`src/rtl/serial_word_deframer.sv`:
```
// serial_word_deframer
// Recovers parallel words from a serial bit stream. The frame is a start bit (1),
// then WIDTH data bits sent MSB first, then a stop bit (0). Each good frame updates
// dout, pulses valid for one clock and increments frame_cnt. A bad frame pulses
// frm_err for one clock and changes neither dout nor frame_cnt.
// Optional build macro DEFRAMER_PARITY_EN inserts one even-parity bit between the
// data bits and the stop bit.
//
// state  | meaning
// IDLE   | waiting for a start bit (the line idles at 0)
// DATA   | shifting in the WIDTH data bits
// PARITY | sampling the even-parity bit (only with DEFRAMER_PARITY_EN)
// STOP   | checking the stop bit, then finishing the frame
module serial_word_deframer #(
  parameter int WIDTH = 6,
  parameter int CNT_W = 8
) (
  input  logic             clk,
  input  logic             rst,
  input  logic             en,
  input  logic             inp,
  output logic [WIDTH-1:0] dout,
  output logic             valid,
  output logic             frm_err,
  output logic             busy,
  output logic [CNT_W-1:0] frame_cnt
);

  localparam int BCW = $clog2(WIDTH + 1);

`ifdef DEFRAMER_PARITY_EN
  typedef enum logic [1:0] {IDLE = 2'd0, DATA = 2'd1, PARITY = 2'd2, STOP = 2'd3} state_t;
`else
  typedef enum logic [1:0] {IDLE = 2'd0, DATA = 2'd1, STOP = 2'd3} state_t;
`endif

  state_t           state;
  logic [WIDTH-1:0] shift_reg;
  logic [BCW-1:0]   bit_cnt;
`ifdef DEFRAMER_PARITY_EN
  logic             par_acc;
  logic             par_bad;
`endif

  // busy is a direct decode of the state register, so it has no extra latency
  assign busy = (state != IDLE);

  // Frame FSM. The strobes default low on every edge, so each one lasts exactly
  // one clock even when en is low on the following edges.
  always_ff @(posedge clk) begin
    if (rst) begin
      state     <= IDLE;
      shift_reg <= '0;
      bit_cnt   <= '0;
      dout      <= '0;
      valid     <= 1'b0;
      frm_err   <= 1'b0;
      frame_cnt <= '0;
`ifdef DEFRAMER_PARITY_EN
      par_acc   <= 1'b0;
      par_bad   <= 1'b0;
`endif
    end else begin
      valid   <= 1'b0;
      frm_err <= 1'b0;
      if (en) begin
        case (state)
          IDLE: begin
            if (inp) begin
              state   <= DATA;
              bit_cnt <= '0;
`ifdef DEFRAMER_PARITY_EN
              par_acc <= 1'b0;
`endif
            end
          end
          DATA: begin
            shift_reg <= {shift_reg[WIDTH-2:0], inp};
            bit_cnt   <= bit_cnt + BCW'(1);
`ifdef DEFRAMER_PARITY_EN
            par_acc   <= par_acc ^ inp;
            if (bit_cnt == BCW'(WIDTH - 1)) state <= PARITY;
`else
            if (bit_cnt == BCW'(WIDTH - 1)) state <= STOP;
`endif
          end
`ifdef DEFRAMER_PARITY_EN
          PARITY: begin
            // Even parity: data bits XOR parity bit must come to 0
            par_bad <= par_acc ^ inp;
            state   <= STOP;
          end
`endif
          STOP: begin
            // A bad stop bit just ends the frame; it is never taken as a new start bit
`ifdef DEFRAMER_PARITY_EN
            if (!inp && !par_bad) begin
`else
            if (!inp) begin
`endif
              dout      <= shift_reg;
              valid     <= 1'b1;
              frame_cnt <= frame_cnt + CNT_W'(1);
            end else begin
              frm_err <= 1'b1;
            end
            state <= IDLE;
          end
          default: state <= IDLE;
        endcase
      end
    end
  end

endmodule

```
`config.mk`:
```
export PLATFORM = sky130hd
export DESIGN_NAME = serial_word_deframer
export DESIGN_NICKNAME = d
export VERILOG_FILES = /design/src/rtl/serial_word_deframer.sv
export SDC_FILE = /design/constraint.sdc
export NUM_CORES = 1
export LEC_CHECK = 0
export BUFFER_PORTS_ARGS = -buffer_cell sky130_fd_sc_hd__buf_2
export CAP_MARGIN = 5
export CORE_MARGIN = 10
export CORE_UTILIZATION = 40
export CTS_BUF_LIST = sky130_fd_sc_hd__clkbuf_8
export CTS_CLUSTER_DIAMETER = 100
export DETAILED_ROUTE_END_ITERATION = 10
export GPL_ROUTABILITY_DRIVEN = 0
export PLACE_DENSITY = 0.6
export SETUP_SLACK_MARGIN = 0.3
export SLEW_MARGIN = 20
export SYNTH_ARGS = -nofsm -noshare
export SYNTH_HDL_FRONTEND = slang
export SYNTH_SLANG_ARGS = --single-unit
```
`constraint.sdc`:
```
create_clock -name clk -period 1.47 [get_ports clk]
set_input_delay 0 -clock clk [delete_from_list [all_inputs] [get_ports clk]]
set_output_delay 0 -clock clk [all_outputs]
set_load 0.02 [all_outputs]
```
[Word-level counts from Yosys, hierarchy flattened]
Cells that the tools add are included.
Storage, ports and cells
  register bits: 27
  input port bits: 4
  logic and storage cells: 32
  output and inout bits: 17
Cells by class
  $add $sub $neg: 2
  multiplexer cells: 7
  bitwise logic cells: 3
  equality and inequality tests: 5
  reduce and logical (&&, ||, !) cells: 8
Operators by type and width (number)
  $reduce_and 3->1: 3
  $add 8x1->8 const B: 1
  $pmux 3 s2: 1
  $mux 2: 2
  $ne 2x2->1 const B: 2
  $pmux 2 s2: 1
  $reduce_bool 2->1: 2
  $add 3x1->3 const B: 1
  $eq 3x3->1 const B: 1
  $mux 3: 1
  $not 1->1: 3
  $reduce_or 3->1: 1
  $eq 2x1->1 const B: 1
  $eq 2x2->1 const B: 1
  $logic_not 2->1: 1
  $mux 1: 2
  $reduce_and 2->1: 1

[Longest topological paths before layout]
Gate-level depths: netlist (run 1).
  depth in word-level cells: 3
  depth in mapped cells: 5
  depth with buffers taken out: 5

[Worst setup path before layout (run 1)]
OpenSTA, ideal clock, no wires.
  kind: register -> register
  from: register frame_cnt[0]
  to: register frame_cnt[6]
  period minus slack after synthesis: 1395 ps
  arrival: 1324 ps
  cell stages (with the launch flop): 5
  library setup time: 70 ps
  required time: 1400 ps
  slack: 75 ps
  buffers on the path: 0
  path through: dfxtp_1 -> ha_1 -> nand2_1 -> or4_1 -> a21oi_1
On the way
  longest elaborated chain between the ends: 1
Ends and longest elaborated chain
  start: declaration: RTL line 26  | output logic [CNT_W-1:0] frame_cnt
  start signal: assignment: RTL line 103  | frame_cnt <= frame_cnt + CNT_W'(1);
  $add 8x1->8: RTL line 103
Every way passes these cells.
A chain may end at the register's enable or synchronous reset.

[Final worst setup path (run 1)]
  from: register state[1]
  to: register frame_cnt[6]
On the way
  longest elaborated chain between the ends: 2
Ends and longest elaborated chain
  start: declaration: RTL line 37  | state_t state;
  start signal: assignment: RTL line 52  | state <= IDLE;
  start signal: assignment: RTL line 70  | state <= DATA;
  start signal: assignment: RTL line 84  | if (bit_cnt == BCW'(WIDTH - 1)) state <= STOP;
  $eq 2x2->1: RTL line 67  | case (state)
  $reduce_and 3->1 (no line)
Every way passes these cells.

==> flow_summary.json, run 1 <==
{
  "r2r_end": "frame_cnt[6]$_SDFFE_PP0P_",
  "grt_pass1_vias": 815,
  "ys_top_cells_by_count": "27 x dfxtp_1, 17 x nand2_1, 16 x a21oi_1, 12 x nor2_1, 6 x mux2i_1",
  "layout-drive-gt1-share_pct": 40.3,
  "r2r_start": "state[1]$_SDFFE_PP0P_",
  "period_needed_ns": 1.25,
  "power_mw": 1.22,
  "preCtsSetupSlack_ns": 0.194,
  "cts_buffers": 3,
  "cap_viol_max_count": 0,
  "n_antenna_cell": 0,
  "syn_inst": 123,
  "p_leak_nw": 0.643,
  "start_kind": "flip-flop",
  "ys_warn_count": 0,
  "worst_slew_pin_slew_ns": 0.311,
  "worstPathMaxFanout": 8,
  "switchingPower_uw": 276,
  "path_clk_slew_ns": 0.10,
  "cts_max_path_buffers": 2,
  "coreArea_mm2": 0.00271,
  "worst-setup-path-type": "reg -> reg",
  "largest_register_ffs": 8,
  "worstHoldPathType": "in -> reg",
  "crit_path_start": "state[1]$_SDFFE_PP0P_",
  "nNetsFinal": 162,
  "std_cell_rows": 19,
  "synth-seq-cells": 27,
  "internal-power_uw": 941,
  "initial_utilization_pct": 41.0,
  "postRouteAntennaNets": 0,
  "die_y_um": 72.7,
  "timing.setup.tns_ns": 0,
  "cts_hold_buf": 0,
  "cts_tree": "done",
  "max_freq_ghz": 0.799,
  "dp_cells": 171,
  "fill_cells": 261,
  "clk_latency_ns": 0.27,
  "drv_slew": 0,
  "min_path_cells": 2,
  "syn_area_mm2": 0.00111,
  "die_x_um": 72.7,
  "h-tree-depth": 1,
  "crit_arrival_ns": 1.46,
  "ir_drop_uv": 639,
  "ys.flop_type": "dfxtp_1",
  "dieArea_mm2": 0.00529,
  "synthMostInstantiatedCell": "dfxtp_1",
  "power_density_mw_per_mm2": 817,
  "setup_ws_ns": 0.218,
  "fin_crit_sh_pct": 85.1,
  "wl_um": 2320,
  "p_sw_share_pct": 22.7,
  "layout.cells.non_filler": 185,
  "r2r_slack_ns": 0.22,
  "setup_viol": 0,
  "clkSinkCount": 27,
  "r2r_cells": 3,
  "drtIter0Drc": 40,
  "synthesis.nets": 130,
  "viasPerCell": 4.99,
  "grt_util_all_layers_pct": 8.78,
  "grt_pass1_wl_um": 3820,
  "root_buffer": "clkbuf_8",
  "synth_top_area_share_pct": 48.6,
  "area_growth_pct": 34.0,
  "avgSynthCellArea_um2": 9.04,
  "power_frac_clock_pct": 35.1,
  "num_vias": 924,
  "drc": 0,
  "pwr-share-comb_pct": 5.1,
  "post-dp-hpwl_um": 1640,
  "yosysSeqAreaShare_pct": 48.6,
  "maxSlewHeadroom_pct": 79.2,
  "run_status": "finished clean",
  "p_seq_share_pct": 59.8,
  "async_flop_share_pct": 0,
  "synth_edf_count": 0,
  "hold_viol_final": 0,
  "io_buffers": 20,
  "crit_path_end": "frame_cnt[6]$_SDFFE_PP0P_",
  "end_kind": "flip-flop",
  "yosys.area.top_type": "dfxtp_1",
  "post_drt_wl_per_cell_um": 12.5,
  "utilization_pct": 55.0,
  "dr.pass1.iters": 4,
  "ys_types": 27,
  "antenna_found_initial": 0,
  "overflow": 0,
  "num_io_pins": 21,
  "fin_skew_ns": 0.00580,
  "grt_max_degree": 17,
  "cp.required_ns": 1.68,
  "rsz0062_at_grt": "yes",
  "synthTopCellsByArea": "dfxtp_1 49%, a21oi_1 7.2%, nand2_1 5.7%"
}
## power by group through the flow
| stage | sequential, mW | combinational, mW | clock (mW) |
|---|---|---|---|
| 4_1_cts | 0.730 | 0.0565 | 0.439 |
| 6_report | 0.728 | 0.0620 | 0.427 |
| 5_1_grt | 0.729 | 0.0694 | 0.466 |
| 2_1_floorplan | 0.748 | 0.0368 | 0 |
| 3_3_place_gp | 0.748 | 0.0508 | 0 |
| 3_5_place_dp | 0.749 | 0.0518 | 0 |
## kinds of logic after synthesis
logic type	Yosys count	synth area share [%]
buffers and inverters	10	3.71
XOR/XNOR	1	0.788
multiplexers	7	6.41
flip-flops	27	48.6
AO/OA/AOI/OAI	27	13.8
adder cells (fa/ha/maj)	3	3.37
AND/OR/NAND/NOR	48	23.3
## layout by cell type, fill, tap and decap left out, types with 2 or more instances in the layout
master,n
a21oi_1,15
buf_2,19
buf_4,11
buf_6,3
clkbuf_8,3
dfxtp_1,18
dfxtp_2,2
dfxtp_4,7
ha_1,2
inv_1,2
mux2i_1,5
nand2_1,16
nand4_1,3
nor2_1,12
nor2b_1,2
o21ai_1,4
o31ai_1,3
or2_4,2
or4_1,3
## how the worst min path moves through the flow
stage	from	endpoint	slack, ns
floorplan	inp	frm_err$_SDFF_PP0_	0.14
global placement	en	state[0]$_SDFFE_PP0P_	0.32
detailed placement	en	state[0]$_SDFFE_PP0P_	0.32
CTS	en	state[0]$_SDFFE_PP0P_	0.03
global route	inp	frm_err$_SDFF_PP0_	0.04
finish	en	state[0]$_SDFFE_PP0P_	0.03
## stage by stage
stage	cell area [um2]	hold slack, ns
2_1_floorplan	1150	0.142
3_3_place_gp	1290	0.316
3_5_place_dp	1290	0.325
4_1_cts	1390	0.0339
5_1_grt	1490	0.0359
6_report	1490	0.0346
## critical path, stage by stage (launching register included)
cell and delay [ns]:
dfxtp_4 0.39, nand4b_4 0.15, or4_4 0.54, a21oi_2 0.12
## layout make-up
| class | instances | area [um2] | share of cell area (%) |
|---|---|---|---|
| Sequential cell | 27 | 569 | 38.2 |
| Inverter | 3 | 11.3 | 0.756 |
| Clock inverter | 1 | 7.51 | 0.504 |
| Timing Repair Buffer | 34 | 231 | 15.5 |
| Clock buffer | 3 | 41.3 | 2.77 |
| Tap cell | 31 | 38.8 | 2.60 |
| Multi-Input combinational cell | 86 | 591 | 39.6 |
## layer usage
| layer | vias up | wire [um] | GRT usage (%) |
|---|---|---|---|
| met5 | - | 0 | 0 |
| met4 | 0 | 16 | 2.53 |
| met3 | 2 | 124 | 3.27 |
| met2 | 9 | 1110 | 14.2 |
| met1 | 424 | 1070 | 10.6 |
| li1 | 489 | - | - |
## what timing repair did
| action | CTS | global route |
|---|---|---|
| endpoints found under the setup margin | 4 | 15 |
| cloned | 0 | 0 |
| pin swaps | 4 | 13 |
| buffers inserted | 3 | 7 |
| gates resized for setup | 3 | 18 |
| hold endpoints to repair | 0 | 0 |
Power figures use the tool's default switching activity.
==> inputs of run 2 (changes only) <==
--- a/config.mk
+++ b/config.mk
@@ -13,6 +13,7 @@
 export CTS_CLUSTER_DIAMETER = 100
 export DETAILED_ROUTE_END_ITERATION = 10
 export GPL_ROUTABILITY_DRIVEN = 0
+export GPL_TIMING_DRIVEN = 0
 export PLACE_DENSITY = 0.6
 export SETUP_SLACK_MARGIN = 0.3
 export SLEW_MARGIN = 20
==> constraint.sdc (replaced) <==
create_clock -name clk -period 1.5 [get_ports clk]
set_input_delay 0 -clock clk [delete_from_list [all_inputs] [get_ports clk]]
set_output_delay 0 -clock clk [all_outputs]
set_load 0.05 [all_outputs]
==> flow_summary.json, run 2 (synthesized netlist as in run 1, its figures left out) <==
{
  "hold_viol_final": 0,
  "fin_hold_ws_ns": 0.0427,
  "maxSlewHeadroom_pct": 61.8,
  "initial_utilization_pct": 41.0,
  "period_needed_ns": 1.25,
  "worst-setup-path-type": "reg -> reg",
  "overflow": 0,
  "run_status": "finished clean",
  "largest_register_ffs": 8,
  "end_kind": "flip-flop",
  "grt_util_all_layers_pct": 9.18,
  "grt_pass1_wl_um": 4020,
  "die_x_um": 72.7,
  "path_clk_slew_ns": 0.10,
  "rsz0062_at_grt": "yes",
  "post_drt_wl_per_cell_um": 13.1,
  "num_vias": 977,
  "fin_crit_sh_pct": 83.1,
  "post_dp_cell_area_mm2": 0.00130,
  "coreArea_mm2": 0.00271,
  "ir_drop_uv": 528,
  "worst_slew_pin_slew_ns": 0.572,
  "dieArea_mm2": 0.00529,
  "root_buffer": "clkbuf_8",
  "num_io_pins": 21,
  "area_growth_pct": 30.9,
  "cts_buffers": 3,
  "drv_slew": 0,
  "timing.setup.tns_ns": 0,
  "mostFrequentLayoutCells": "18 x buf_2, 17 x dfxtp_1, 16 x nand2_1",
  "io_buffers": 18,
  "grt_max_degree": 17,
  "layout.cells.non_filler": 185,
  "power_mw": 1.20,
  "dp_cells": 172,
  "p_leak_nw": 0.628,
  "viasPerCell": 5.28,
  "h-tree-depth": 1,
  "postRouteAntennaNets": 0,
  "crit_arrival_ns": 1.45,
  "utilization_pct": 53.7,
  "clk_latency_ns": 0.27,
  "setup_viol": 0,
  "cp.required_ns": 1.71,
  "antenna_found_initial": 0,
  "cap_viol_max_count": 0,
  "cts_max_path_buffers": 2,
  "n_antenna_cell": 0,
  "fin_skew_ns": 0.0112,
  "drc": 0,
  "worstHoldPathType": "in -> reg",
  "max_freq_ghz": 0.802,
  "layout-drive-gt1-share_pct": 37.0,
  "power_density_mw_per_mm2": 822,
  "die_y_um": 72.7,
  "final_cell_area_mm2": 0.00146,
  "nNetsFinal": 162,
  "post-dp-hpwl_um": 1700,
  "cts_tree": "done",
  "preCtsSetupSlack_ns": 0.140,
  "grt_pass1_vias": 906,
  "start_kind": "flip-flop",
  "clkSinkCount": 27,
  "final_common_cell": "buf_2",
  "std_cell_rows": 19,
  "worstPathMaxFanout": 7,
  "dr.pass1.iters": 4,
  "setup_ws_ns": 0.253,
  "wl_um": 2430,
  "drtIter0Drc": 37
}
==> run 2: changes by cell type in the layout (fill, tap and decap cells not counted), moves of 2 or more <==
cell      before  now
clkbuf_1       0    2
o21ai_0        0    4
buf_6          3    1
o21ai_1        4    0
dfxtp_4        7    9
==> run 2: what timing repair did <==
item	CTS	global route
hold buffers	0	0
buffers inserted	9	0
endpoints found under the setup margin	14	10
gates resized for setup	6	12
pin swaps	5	2
==> run 2: per-layer routing <==
metal | part of all wire, % | GRT usage, %
met5 | 0 | 0
met4 | 0.95 | 3.38
met2 | 49 | 15.7
met3 | 5.3 | 3.40
met1 | 45 | 10.1
==> run 2: final timing paths <==
| kind | from | to | slack (ns) | cells past startpoint |
|---|---|---|---|---|
| worst max-delay path | state[1]$_SDFFE_PP0P_ | frame_cnt[7]$_SDFFE_PP0P_ | 0.25 | 3 |
| worst max register to register | state[1]$_SDFFE_PP0P_ | frame_cnt[7]$_SDFFE_PP0P_ | 0.25 | 3 |
| worst min register to register | dout[4]$_SDFFE_PP0P_ | dout[4]$_SDFFE_PP0P_ | 0.46 | 2 |
| worst min-delay path | en | state[0]$_SDFFE_PP0P_ | 0.04 | 2 |
==> run 2: area by class of cell <==
cell class | count | area, um2
fill | 277 | 1250
sequential | 27 | 576
multi-input combinational | 86 | 572
timing repair buffer | 27 | 168
buffer | 7 | 42.5
clock buffer | 3 | 41.3
tap | 31 | 38.8
inverter | 3 | 11.3
clock inverter | 1 | 7.51
==> run 2: where the power goes <==
| part | leakage (nW) | internal, mW | total, mW | switching [mW] |
|---|---|---|---|---|
| combinational | 0.381 | 0.0272 | 0.0679 | 0.0407 |
| sequential | 0.225 | 0.706 | 0.711 | 0.00535 |
| clock | 0.0217 | 0.188 | 0.419 | 0.231 |
==> run 2: critical path: stages (launching register included) <==
cell	delay [ns]
dfxtp_4	0.38
nand4b_4	0.15
or4_1	0.53
a21oi_1	0.13
==> inputs of run 3 (changes only) <==
--- a/config.mk
+++ b/config.mk
@@ -5,6 +5,7 @@
 export SDC_FILE = /design/constraint.sdc
 export NUM_CORES = 1
 export LEC_CHECK = 0
+export ABC_AREA = 1
 export BUFFER_PORTS_ARGS = -buffer_cell sky130_fd_sc_hd__buf_2
 export CAP_MARGIN = 5
 export CORE_MARGIN = 10
==> constraint.sdc (replaced) <==
create_clock -name clk -period 1.2 [get_ports clk]
set_input_delay 0 -clock clk [delete_from_list [all_inputs] [get_ports clk]]
set_output_delay 0 -clock clk [all_outputs]
set_load 0.05 [all_outputs]
==> flow_summary.json, run 3 <==
{
  "setup_viol": 0,
  "r2r_end": "frame_cnt[5]$_SDFFE_PP0P_",
  "crit_arrival_ns": 1.24,
  "grt_util_all_layers_pct": 11.2,
  "yosysSeqAreaShare_pct": 48.1,
  "final_common_cell": "nor2_1",
  "clkSinkCount": 27,
  "p_leak_nw": 0.687,
  "power_density_mw_per_mm2": 1020,
  "drv_slew": 0,
  "gr-usage-met3_pct": 3.13,
  "ys.flop_type": "dfxtp_1",
  "drtIter0Drc": 35,
  "cts_buffers": 3,
  "wl_um": 2840,
  "r2r_cells": 6,
  "worst-setup-path-type": "reg -> reg",
  "async_flop_share_pct": 0,
  "drc": 0,
  "fin_crit_sh_pct": 88.5,
  "fin_skew_ns": 0.00679,
  "grt_pass1_wl_um": 4760,
  "nNetsFinal": 194,
  "worst_slew_pin_slew_ns": 0.521,
  "dr.pass1.iters": 4,
  "busiest_layer": "met2",
  "ys_types": 17,
  "num_io_pins": 21,
  "cts_max_path_buffers": 2,
  "internal-power_mw": 1.18,
  "die_y_um": 73,
  "initial_utilization_pct": 41.5,
  "worstPathMaxFanout": 6,
  "post_drt_wl_per_cell_um": 13.1,
  "min-delay-start": "inp",
  "switchingPower_uw": 392,
  "die_x_um": 73,
  "fin_hold_ws_ns": 0.0301,
  "viasPerCell": 5.07,
  "rsz0062_at_grt": "yes",
  "ys_top_cells_by_count": "41 x nor2_1, 27 x dfxtp_1, 27 x nand2_1, 14 x o21ai_0, 11 x a21oi_1",
  "path_clk_slew_ns": 0.09,
  "start_kind": "flip-flop",
  "met2_usage_pct": 18.2,
  "power_frac_clock_pct": 32.6,
  "std_cell_rows": 19,
  "io_buffers": 20,
  "r2r_start": "state[0]$_SDFFE_PP0P_",
  "synthMostInstantiatedCell": "nor2_1",
  "synth-seq-cells": 27,
  "h-tree-depth": 1,
  "end_kind": "flip-flop",
  "largest_register_ffs": 8,
  "r2r_slack_ns": 0.14,
  "grtUsageMet1_pct": 12.4,
  "synth_edf_count": 0,
  "layout-drive-gt1-share_pct": 40.3,
  "num_vias": 1100,
  "postRouteAntennaNets": 0,
  "clk_latency_ns": 0.28,
  "p_seq_share_pct": 58.3,
  "n_antenna_cell": 0,
  "pwr-share-comb_pct": 9.0,
  "synthTopCellsByArea": "dfxtp_1 48%, nor2_1 14%, nand2_1 9.0%",
  "avgSynthCellArea_um2": 7.34,
  "area_growth_pct": 37.1,
  "root_buffer": "clkbuf_8",
  "ys_warn_count": 0,
  "grt_pass1_vias": 1068,
  "coreArea_mm2": 0.00271,
  "crit_path_end": "frame_cnt[5]$_SDFFE_PP0P_",
  "period_needed_ns": 1.06,
  "synthesis.nets": 160,
  "timing.setup.tns_ns": 0,
  "crit_path_start": "state[0]$_SDFFE_PP0P_",
  "yosys.area.top_type": "dfxtp_1",
  "cts_tree": "done",
  "overflow": 0,
  "synth_top_area_share_pct": 48.1,
  "antenna_found_initial": 0,
  "run_status": "finished clean",
  "p_sw_share_pct": 25.0,
  "grt_max_degree": 15,
  "syn_inst": 153,
  "mostFrequentLayoutCells": "36 x nor2_1, 23 x nand2_1, 15 x buf_4",
  "cap_viol_max_count": 0,
  "worstHoldPathType": "in -> reg",
  "maxSlewHeadroom_pct": 65.3,
  "hold_viol_final": 0,
  "dieArea_mm2": 0.00533,
  "post-dp-hpwl_um": 1880,
  "ir_drop_uv": 817,
  "max_freq_ghz": 0.942,
  "cp.required_ns": 1.38,
  "syn_area_mm2": 0.00112
}
[run 3: logic make-up after synthesis]
| logic type | Yosys count | share of synthesized area [%] |
|---|---|---|
| compound gates | 27 | 12.2 |
| fa+ha+maj | 3 | 3.34 |
| buf+inv | 15 | 6.35 |
| flops | 27 | 48.1 |
| simple gates | 81 | 30.0 |
[run 3: worst min-delay path by stage]
stage                             to  cells after the start
4_1_cts           frm_err$_SDFF_PP0_                      3
2_1_floorplan  state[0]$_SDFFE_PP0P_                      1
6_report          frm_err$_SDFF_PP0_                      3
3_3_place_gp   state[0]$_SDFFE_PP0P_                      2
5_1_grt           frm_err$_SDFF_PP0_                      3
3_5_place_dp   state[0]$_SDFFE_PP0P_                      2
[run 3: what timing repair did]
action,CTS,global route
resized for setup,17,16
endpoints found under the setup margin,34,29
pin swaps,3,7
buffers inserted,1,4
endpoints found under the hold margin,4,0
hold buffers,1,0
gates cloned,1,2
[run 3: stage by stage]
stage	utilization (%)	worst slack (ns)	total power, mW	cell area, um2	instances
floorplan	-	0.106	1.01	1210	153
detailed placement	49.6	0.165	1.05	1350	204
finish	56.8	0.138	1.57	1540	217
CTS	53.6	0.156	1.57	1450	211
global route	56.8	0.0600	1.63	1540	217
global placement	49.6	0.178	1.04	1350	204
[run 3: layout make-up]
class	count	area (um2)
Fill cell	260	1170
Multi-Input combinational cell	112	609
Sequential cell	27	584
Timing Repair Buffer	28	189
Inverter	11	43.8
Clock buffer	3	41.3
Tap cell	31	38.8
Buffer	4	30.0
Clock inverter	1	3.75
[run 3: metal layers]
layer | wire [um] | up-vias
li1 | - | 560
met1 | 1220 | 512
met2 | 1420 | 21
met3 | 131 | 7
met4 | 75 | 0
met5 | 0 | -
[run 3: power groups by stage]
| stage | Clock [mW] | Sequential [mW] | Combinational, mW |
|---|---|---|---|
| 5_1_grt | 0.553 | 0.918 | 0.157 |
| 6_report | 0.512 | 0.915 | 0.142 |
| 3_3_place_gp | 0 | 0.936 | 0.107 |
| 2_1_floorplan | 0 | 0.935 | 0.0777 |
| 4_1_cts | 0.524 | 0.915 | 0.129 |
| 3_5_place_dp | 0 | 0.936 | 0.110 |
[run 3: critical path, stage by stage, from the launching register on]
cell and delay [ns]:
dfxtp_4 0.40, nand2_4 0.06, nor2_4 0.16, buf_4 0.18, nand3_2 0.07, nand2_1 0.06
nor2_1 0.04
